## config.mk

```make
export PLATFORM = sky130hd
export DESIGN_NAME = coin_pulse_shaper
export DESIGN_NICKNAME = d
export VERILOG_FILES = /design/src/rtl/coin_pulse_shaper.sv
export SDC_FILE = /design/constraint.sdc
export NUM_CORES = 1
export LEC_CHECK = 0
export CAP_MARGIN = 30
export CELL_PAD_IN_SITES_DETAIL_PLACEMENT = 1
export CELL_PAD_IN_SITES_GLOBAL_PLACEMENT = 2
export CORE_ASPECT_RATIO = 2
export CORE_UTILIZATION = 42
export CTS_BUF_LIST = sky130_fd_sc_hd__clkbuf_4
export DETAILED_ROUTE_END_ITERATION = 16
export PLACE_DENSITY_LB_ADDON = 0.15
export RECOVER_POWER = 50
export SLEW_MARGIN = 20
export SYNTH_ARGS = -nofsm -noshare
export SYNTH_HDL_FRONTEND = slang
export SYNTH_SLANG_ARGS = --single-unit
```

## constraint.sdc

```tcl
create_clock -name clk_sys -period 2.5 [get_ports clk_sys]
set_input_delay 0.5 -clock clk_sys [delete_from_list [all_inputs] [get_ports clk_sys]]
set_output_delay 0.5 -clock clk_sys [all_outputs]
set_load 0.02 [all_outputs]
```

## src/rtl/coin_pulse_shaper.sv

```systemverilog
`default_nettype none
// ============================================================================
// coin_pulse_shaper : sync + debounce + one-shot with lockout and 1-deep queue
// Revision: 1.0
// ============================================================================
module coin_pulse_shaper #(
  parameter int NUM_CH      = 4,
  parameter int TICK_DIV    = 24192,
  parameter int DEB_TICKS   = 8,
  parameter int PULSE_TICKS = 40,
  parameter int GAP_TICKS   = 60
) (
  input  logic              clk_sys,
  input  logic              res_n,
  input  logic [NUM_CH-1:0] req_i,
  input  logic              enable_i,
  output logic [NUM_CH-1:0] pulse_n_o,
  output logic [NUM_CH-1:0] busy_o,
  output logic              tick_o
);

  localparam int c_TB_W   = (TICK_DIV > 1) ? $clog2(TICK_DIV) : 1;
  localparam int c_DEB_W  = $clog2(DEB_TICKS + 1);
  localparam int c_MAX_LD = (PULSE_TICKS > GAP_TICKS) ? PULSE_TICKS : GAP_TICKS;
  localparam int c_CNT_W  = $clog2(c_MAX_LD + 1);

  localparam logic [c_TB_W-1:0]  c_TB_LAST  = c_TB_W'(TICK_DIV - 1);
  localparam logic [c_DEB_W-1:0] c_DEB_LAST = c_DEB_W'(DEB_TICKS - 1);
  localparam logic [c_CNT_W-1:0] c_PULSE_LD = c_CNT_W'(PULSE_TICKS);
  localparam logic [c_CNT_W-1:0] c_GAP_LD   = c_CNT_W'(GAP_TICKS);

  typedef enum logic [1:0] {
    S_IDLE     = 2'd0,
    S_PULSE    = 2'd1,
    S_GAP      = 2'd2,
    S_WAIT_REL = 2'd3
  } state_t;

  logic [c_TB_W-1:0] r_tb_cnt;
  logic              r_tick;
  logic [NUM_CH-1:0] r_sync1;
  logic [NUM_CH-1:0] r_sync2;

  // Registered strobe: first tick is visible TICK_DIV cycles after reset release.
  always_ff @(posedge clk_sys or negedge res_n) begin
    if (!res_n) begin
      r_tb_cnt <= '0;
      r_tick   <= 1'b0;
    end else begin
      r_tick   <= (r_tb_cnt == c_TB_LAST);
      r_tb_cnt <= (r_tb_cnt == c_TB_LAST) ? '0 : r_tb_cnt + c_TB_W'(1);
    end
  end

  always_ff @(posedge clk_sys or negedge res_n) begin
    if (!res_n) begin
      r_sync1 <= '0;
      r_sync2 <= '0;
    end else begin
      r_sync1 <= req_i;
      r_sync2 <= r_sync1;
    end
  end

  assign tick_o = r_tick;

  for (genvar ch = 0; ch < NUM_CH; ch++) begin : g_ch
    logic [c_DEB_W-1:0] r_deb_cnt;
    logic               r_level;
    logic               r_level_d;
    logic               r_pending;
    logic               r_pulse_n;
    logic               r_busy;
    logic [c_CNT_W-1:0] r_cnt;
    state_t             r_state;
    logic               w_rise;

    assign w_rise = r_level & ~r_level_d;

    always_ff @(posedge clk_sys or negedge res_n) begin
      if (!res_n) begin
        r_deb_cnt <= '0;
        r_level   <= 1'b0;
        r_level_d <= 1'b0;
      end else begin
        r_level_d <= r_level;
        if (r_tick) begin
          if (r_sync2[ch] != r_level) begin
            if (r_deb_cnt == c_DEB_LAST) begin
              r_level   <= ~r_level;
              r_deb_cnt <= '0;
            end else begin
              r_deb_cnt <= r_deb_cnt + c_DEB_W'(1);
            end
          end else begin
            r_deb_cnt <= '0;
          end
        end
      end
    end

    always_ff @(posedge clk_sys or negedge res_n) begin
      if (!res_n) begin
        r_state   <= S_IDLE;
        r_cnt     <= '0;
        r_pending <= 1'b0;
        r_pulse_n <= 1'b1;
        r_busy    <= 1'b0;
      end else begin
        case (r_state)
          S_IDLE: begin
            if (enable_i && (w_rise || r_pending)) begin
              r_state   <= S_PULSE;
              r_cnt     <= c_PULSE_LD;
              r_pending <= 1'b0;
              r_pulse_n <= 1'b0;
              r_busy    <= 1'b1;
            end
          end
          S_PULSE: begin
            if (w_rise) r_pending <= 1'b1;
            if (r_cnt == '0) begin
              r_state   <= S_GAP;
              r_cnt     <= c_GAP_LD;
              r_pulse_n <= 1'b1;
            end else if (r_tick) begin
              r_cnt <= r_cnt - c_CNT_W'(1);
            end
          end
          S_GAP: begin
            if (w_rise) r_pending <= 1'b1;
            if (r_cnt == '0) begin
              // A queued press already implies a release, so skip WAIT_REL.
              if (r_pending || w_rise || !r_level) begin
                r_state <= S_IDLE;
                r_busy  <= 1'b0;
              end else begin
                r_state <= S_WAIT_REL;
              end
            end else if (r_tick) begin
              r_cnt <= r_cnt - c_CNT_W'(1);
            end
          end
          S_WAIT_REL: begin
            if (!r_level) begin
              r_state <= S_IDLE;
              r_busy  <= 1'b0;
            end
          end
          default: begin
            r_state   <= S_IDLE;
            r_pulse_n <= 1'b1;
            r_busy    <= 1'b0;
          end
        endcase
      end
    end

    assign pulse_n_o[ch] = r_pulse_n;
    assign busy_o[ch]    = r_busy;
  end

endmodule
`default_nettype wire
```

==> reports/qor.yml, run 1 <==
status: "completed"
start_util_pct: 43.3
synthAdderAreaFrac_pct: 7.29
fin_crit_ps: 2180
clock-skew-final_ps: 20.2
avgRoutedWirePerCell_um: 19.2
peakVddDrop_mv: 0.559
routabilityCongestion: 0.818
critPathLaunchType: "flip-flop"
die-area_um2: 13600
antenna_found_initial: 1
ys.flop_type: "dfrtp_1"
period_share_pct: 87.2
fillers: 1452
postCtsSetupRepairBufs: 0
synth_area_leader_cell: "dfrtp_1"
synth_xor_xnor_area_share_pct: 2.07
syn_area_um2: 5500
root_buffer: "clkbuf_4"
clkTransAtPathRegs_ps: 140
cts.sinks: 92
drive_gt1_share_pct: 11.3
worst_pin_slew_ps: 1160
timing.slew.headroom_pct: 22.4
syn_area_per_cell_um2: 10.1
hold_ws_ps: 265
worst_ep_required_time_ps: 2000
power_density_nw_per_um2: 710
die_width_um: 82.9
core-area_um2: 12700
syn2layout_area_growth_pct: 8.31
drv_cap: 0
die_h_um: 164
dpl.cell_count: 701
grt_usage_pct: 21.9
syn-num-nets: 584
fin_nets: 601
grt_max_degree: 42
yosysSeqAreaShare_pct: 42.0
grt_overflow: 0
maxSlewViolCount: 0
setup_viol: 0
drc: 0
ys_types: 79
first_pass_iters: 4
postSynthCellCount: 545
synth_warnings: 0
synthArstFlopShare_pct: 100
drtIter0Drc: 219
postCtsHoldBufs: 0
hpwl_mm: 10.4
synth_area_leaders: "dfrtp_1, ha_1, a21oi_1"
cts_resized: 0
arrival_ps: 1680
cts_max_level: 3
cts_buffer_depth: 2
synthMuxAreaShare_pct: 2.73
finalWorstSetupSlack_ps: 320
power_leakage_nw: 2.46
via_per_inst: 6.02
synth-simple-area-share_pct: 18.1
io_buffers: 15
totalWireLength_mm: 13.8
yosys.area.top_type_share_pct: 40.1
crit_type: "flip-flop to primary output"
pin_count: 16
cts_buffers: 9
fmax_ghz: 0.459
insertion_delay_ps: 450
hold_violations: 0
grt_pass1_vias: 4822
synth_enable_flop_cells: 0
rsz0062_at_grt: "false"
synth_top_family_by_area: "compound AO/OA/AOI/OAI gates"
ys_ff_latch: 92
min_path_type: "input pin to asynchronous set/reset pin"
num_rows: 58
path_max_fanout: 5
final-instance-count-excl-fill: 718
cts_tree: "done"
grt_pass1_wl_mm: 23.8
dr_total_vias: 4322
ant_nets: 0
critPathCaptureType: "primary output"
synth_compound_area_share_pct: 23.0
setup-tns-final_ps: 0
dp_slack_ps: 221
logic make-up (layout without fill, tap and decap cells):
family	Yosys count	after routing
other	0	1
AND/OR/NAND/NOR	164	164
AO/OA/AOI/OAI	171	171
adder cells (fa/ha/maj)	32	32
flip-flops	92	92
buffers and inverters	59	81
XOR/XNOR	13	13
multiplexers	14	14
report_power, final:
group / switching [mW] / internal (mW)
clock: 0.510 / 0.424
sequential: 0.167 / 1.62
combinational: 0.909 / 0.597
Yosys cell counts, types with 7 or more instances:
| cell type | count |
|---|---|
| mux2_2 | 8 |
| o22ai_1 | 9 |
| buf_4 | 9 |
| a21boi_0 | 7 |
| a21oi_1 | 27 |
| nor2_1 | 24 |
| nor2b_1 | 11 |
| nand3_1 | 22 |
| inv_1 | 35 |
| nor3_1 | 9 |
| a221oi_1 | 8 |
| dfrtp_1 | 88 |
| xnor2_1 | 11 |
| o2bb2ai_1 | 7 |
| o31ai_1 | 10 |
| o211ai_1 | 9 |
| or3_1 | 12 |
| a2bb2oi_1 | 7 |
| a31oi_1 | 16 |
| ha_1 | 32 |
| o21ai_0 | 12 |
| nand2_1 | 25 |
| nand2b_1 | 10 |
final cells by class:
cell class | count | area (µm²) | share of cell area [%]
clock inverter | 5 | 76.3 | 1.28
inverter | 35 | 131 | 2.21
sequential | 92 | 2310 | 38.8
tap | 150 | 188 | 3.15
timing repair buffer | 30 | 246 | 4.14
multi-input combinational | 394 | 2920 | 49.0
clock buffer | 11 | 82.6 | 1.39
antenna | 1 | 2.50 | 0.0420
registers in the layout, indices dropped and copies added, names as in the netlist:
| signal | count |
|---|---|
| g_ch.r_deb_cnt | 16 |
| r_sync2 | 4 |
| g_ch.r_state | 8 |
| g_ch.r_level | 4 |
| g_ch.r_cnt | 24 |
| g_ch.r_busy | 4 |
| r_sync1 | 4 |
| tick_o | 1 |
| g_ch.r_level_d | 4 |
| g_ch.r_pulse_n | 4 |
| r_tb_cnt | 15 |
| g_ch.r_pending | 4 |
cells in the final DEF, fill, tap and decap left out, types with 6 or more instances in the layout:
cell type | netlist | final
xnor2_1 | 11 | 11
or3_1 | 12 | 12
nor3_1 | 9 | 9
clkbuf_4 | 0 | 11
nor2_1 | 24 | 24
o211ai_1 | 9 | 9
o2bb2ai_1 | 7 | 7
and2_1 | 6 | 6
nand4_1 | 6 | 6
mux2i_1 | 6 | 6
inv_1 | 35 | 35
o21ai_0 | 12 | 12
ha_1 | 32 | 32
clkdlybuf4s50_1 | 0 | 10
o31ai_1 | 10 | 10
a21oi_1 | 27 | 27
nand3_1 | 22 | 22
a31oi_1 | 16 | 16
dfrtp_1 | 88 | 88
o22ai_1 | 9 | 9
nor2b_1 | 11 | 11
nand2b_1 | 10 | 10
buf_4 | 9 | 12
a2bb2oi_1 | 7 | 7
and3_1 | 6 | 6
a21boi_0 | 7 | 7
mux2_2 | 8 | 8
a221oi_1 | 8 | 8
nand2_1 | 25 | 25
critical path, cell delays in order (launching register included):
cell and delay, ps:
dfrtp_1 450, buf_4 180, clkdlybuf4s50_1 610
through the flow:
step                      total power, mW  util [%]  instance area (µm²)
final                                4.22      46.9                 5950
after detailed placement             3.33      45.7                 5800
after floorplan                      2.89         -                 5500
after global placement               3.28      45.7                 5800
after global routing                 4.53      46.9                 5950
after CTS                            4.29      47.0                 5960
final timing paths:
| kind | cells after the start | start | end | slack, ps |
|---|---|---|---|---|
| max in group asynchronous | 2 | res_n | g_ch[1].r_deb_cnt[1] | 600 |
| worst max-delay path | 2 | tick_o | tick_o | 320 |
| worst min-delay path | 1 | res_n | g_ch[1].r_cnt[4] | 260 |
| min in group clk_sys | 0 | r_sync1[3] | r_sync2[3] | 360 |
| worst min register to register | 0 | r_sync1[3] | r_sync2[3] | 360 |
| worst max register to register | 6 | g_ch[1].r_state[1] | g_ch[1].r_cnt[1] | 360 |
layer usage:
metal  part of all wire [%]  up-vias  track usage, %
li1                       -     2087               -
met1                     39     2175            23.1
met2                     57       38            43.6
met3                    1.6       22            2.96
met4                    2.1        0            7.37
met5                      0        -               0
Note: power is estimated with default switching activity, not from simulation.
==> inputs of run 2 (changes only) <==
--- a/config.mk
+++ b/config.mk
@@ -12,9 +12,11 @@
 export CORE_UTILIZATION = 42
 export CTS_BUF_LIST = sky130_fd_sc_hd__clkbuf_4
 export DETAILED_ROUTE_END_ITERATION = 16
+export MAX_ROUTING_LAYER = met4
 export PLACE_DENSITY_LB_ADDON = 0.15
 export RECOVER_POWER = 50
 export SLEW_MARGIN = 20
 export SYNTH_ARGS = -nofsm -noshare
 export SYNTH_HDL_FRONTEND = slang
 export SYNTH_SLANG_ARGS = --single-unit
+export TNS_END_PERCENT = 30
==> run 2 against run 1 <==
Non-clock buffer count did not move. Critical path depth did not move. Count of clock-buffer cells in the layout did not move. Flip-flop and latch count did not move. Cell count did not move. Power barely moved. Global-route usage rose by 0.61 points. Clock power barely moved. Core utilization did not move. Largest power group unchanged.
==> reports/qor.yml, run 2 (synthesis gave the netlist of run 1 again) <==
grt_pass1_vias: 4821
final-instance-count-excl-fill: 718
cts_resized: 0
worst_pin_slew_ps: 1170
slowest_delay_ps: 610
critPathLaunchType: "flip-flop"
drc: 0
top_register: "g_ch.r_cnt"
grt_usage_pct: 22.5
fin_crit_ps: 2180
cts_buffer_depth: 2
grt_pass1_wl_mm: 23.8
postCtsSetupRepairBufs: 0
die_h_um: 164
fillers: 1452
pwr-share-comb_pct: 35.6
fmax_ghz: 0.460
status: "completed"
dp_slack_ps: 221
dpl.cell_count: 701
arrival_ps: 1680
timing.slew.headroom_pct: 22.0
drv_cap: 0
cts_buffers: 9
p_int_mw: 2.64
peakVddDrop_mv: 0.560
swShare_pct: 37.6
period_share_pct: 87.0
maxSlewViolCount: 0
cts.sinks: 92
crit_family: "buffers and inverters"
clkTransAtPathRegs_ps: 140
insertion_delay_ps: 450
antenna_found_initial: 1
fin_nets: 601
syn2layout_area_growth_pct: 8.31
worst_ep_required_time_ps: 2000
hold_violations: 0
routabilityCongestion: 0.830
num_rows: 58
die-area_um2: 13600
die_width_um: 82.9
io_buffers: 15
min_path_type: "input pin to asynchronous set/reset pin"
totalWireLength_mm: 13.7
setup-tns-final_ps: 0
p_switching_mw: 1.59
drive_gt1_share_pct: 11.3
first_pass_iters: 6
dr_total_vias: 4331
total_power_mw: 4.22
cp_cell_sequence: "buf_4 -> clkdlybuf4s50_1"
pin_count: 16
avgRoutedWirePerCell_um: 19.1
final_common_cell: "dfrtp_1"
setup_viol: 0
mostFrequentLayoutCells: "dfrtp_1, inv_1, ha_1"
rsz0062_at_grt: "false"
final_util_pct: 46.9
via_per_inst: 6.03
core-area_um2: 12700
clock-skew-final_ps: 22.3
ant_nets: 0
power_leakage_nw: 2.46
start_util_pct: 43.3
crit_type: "flip-flop to primary output"
power_density_nw_per_um2: 710
path_max_fanout: 5
largest_register_ff_count: 24
root_buffer: "clkbuf_4"
cp_num_buf_inv: 2
cts_tree: "done"
cts_max_level: 3
largestRegisters: "g_ch.r_cnt (24), g_ch.r_deb_cnt (16), r_tb_cnt (15)"
grt_max_degree: 42
seq_power_share_pct: 42.2
clock_power_share_pct: 22.1
slowest_stage: "clkdlybuf4s50_1"
drtIter0Drc: 232
finalWorstSetupSlack_ps: 324
postCtsHoldBufs: 0
grt_overflow: 0
critPathCaptureType: "primary output"
hpwl_mm: 10.4
run 2: cell counts in the layout (fill, tap and decap cells not counted):
No cell type changed its count.
run 2: stage by stage:
stage	area [µm²]	hold slack, ps
floorplan	5500	204
global placement	5800	337
detailed placement	5800	337
CTS	5960	36.1
global route	5950	326
finish	5950	263
run 2: final timing paths:
| check | start | to | slack (ps) | cells past startpoint |
|---|---|---|---|---|
| min reg2reg | r_sync1[3] | r_sync2[3] | 360 | 0 |
| max reg2reg | g_ch[1].r_state[1] | g_ch[1].r_cnt[1] | 370 | 6 |
| min in group clk_sys | r_sync1[3] | r_sync2[3] | 360 | 0 |
| max | tick_o | tick_o | 320 | 2 |
| max in group asynchronous | res_n | g_ch[1].r_deb_cnt[1] | 600 | 2 |
| min | res_n | g_ch[1].r_cnt[4] | 260 | 1 |
run 2: layer usage:
| layer | track usage (%) | wire [µm] |
|---|---|---|
| met4 | 7.37 | 278 |
| met1 | 23.1 | 5360 |
| met2 | 43.4 | 7850 |
| met5 | - | 0 |
| met3 | 2.91 | 231 |
run 2: power groups by stage:
| stage | Combinational (mW) | Sequential [mW] | Clock, mW |
|---|---|---|---|
| after floorplan | 1.12 | 1.77 | 0 |
| after global placement | 1.47 | 1.81 | 0 |
| after detailed placement | 1.52 | 1.81 | 0 |
| after CTS | 1.52 | 1.78 | 0.983 |
| after global routing | 1.69 | 1.81 | 1.03 |
| final | 1.51 | 1.78 | 0.935 |
run 2: final cells by class:
class	count	area, µm²	area share [%]
multi-input cells	394	2920	49.0
clock buffers	11	82.6	1.39
flip-flops and latches	92	2310	38.8
diodes	1	2.50	0.0420
repair buffers	30	246	4.14
inverters	35	131	2.21
clock inverters	5	76.3	1.28
well taps	150	188	3.15
==> inputs of run 3 (changes only) <==
--- a/config.mk
+++ b/config.mk
@@ -15,6 +15,7 @@
 export MAX_ROUTING_LAYER = met4
 export PLACE_DENSITY_LB_ADDON = 0.15
 export RECOVER_POWER = 50
+export SETUP_SLACK_MARGIN = 0.2
 export SLEW_MARGIN = 20
 export SYNTH_ARGS = -nofsm -noshare
 export SYNTH_HDL_FRONTEND = slang
==> results of run 3 <==
Final layout, timing and power as in run 2 (identical DEF).
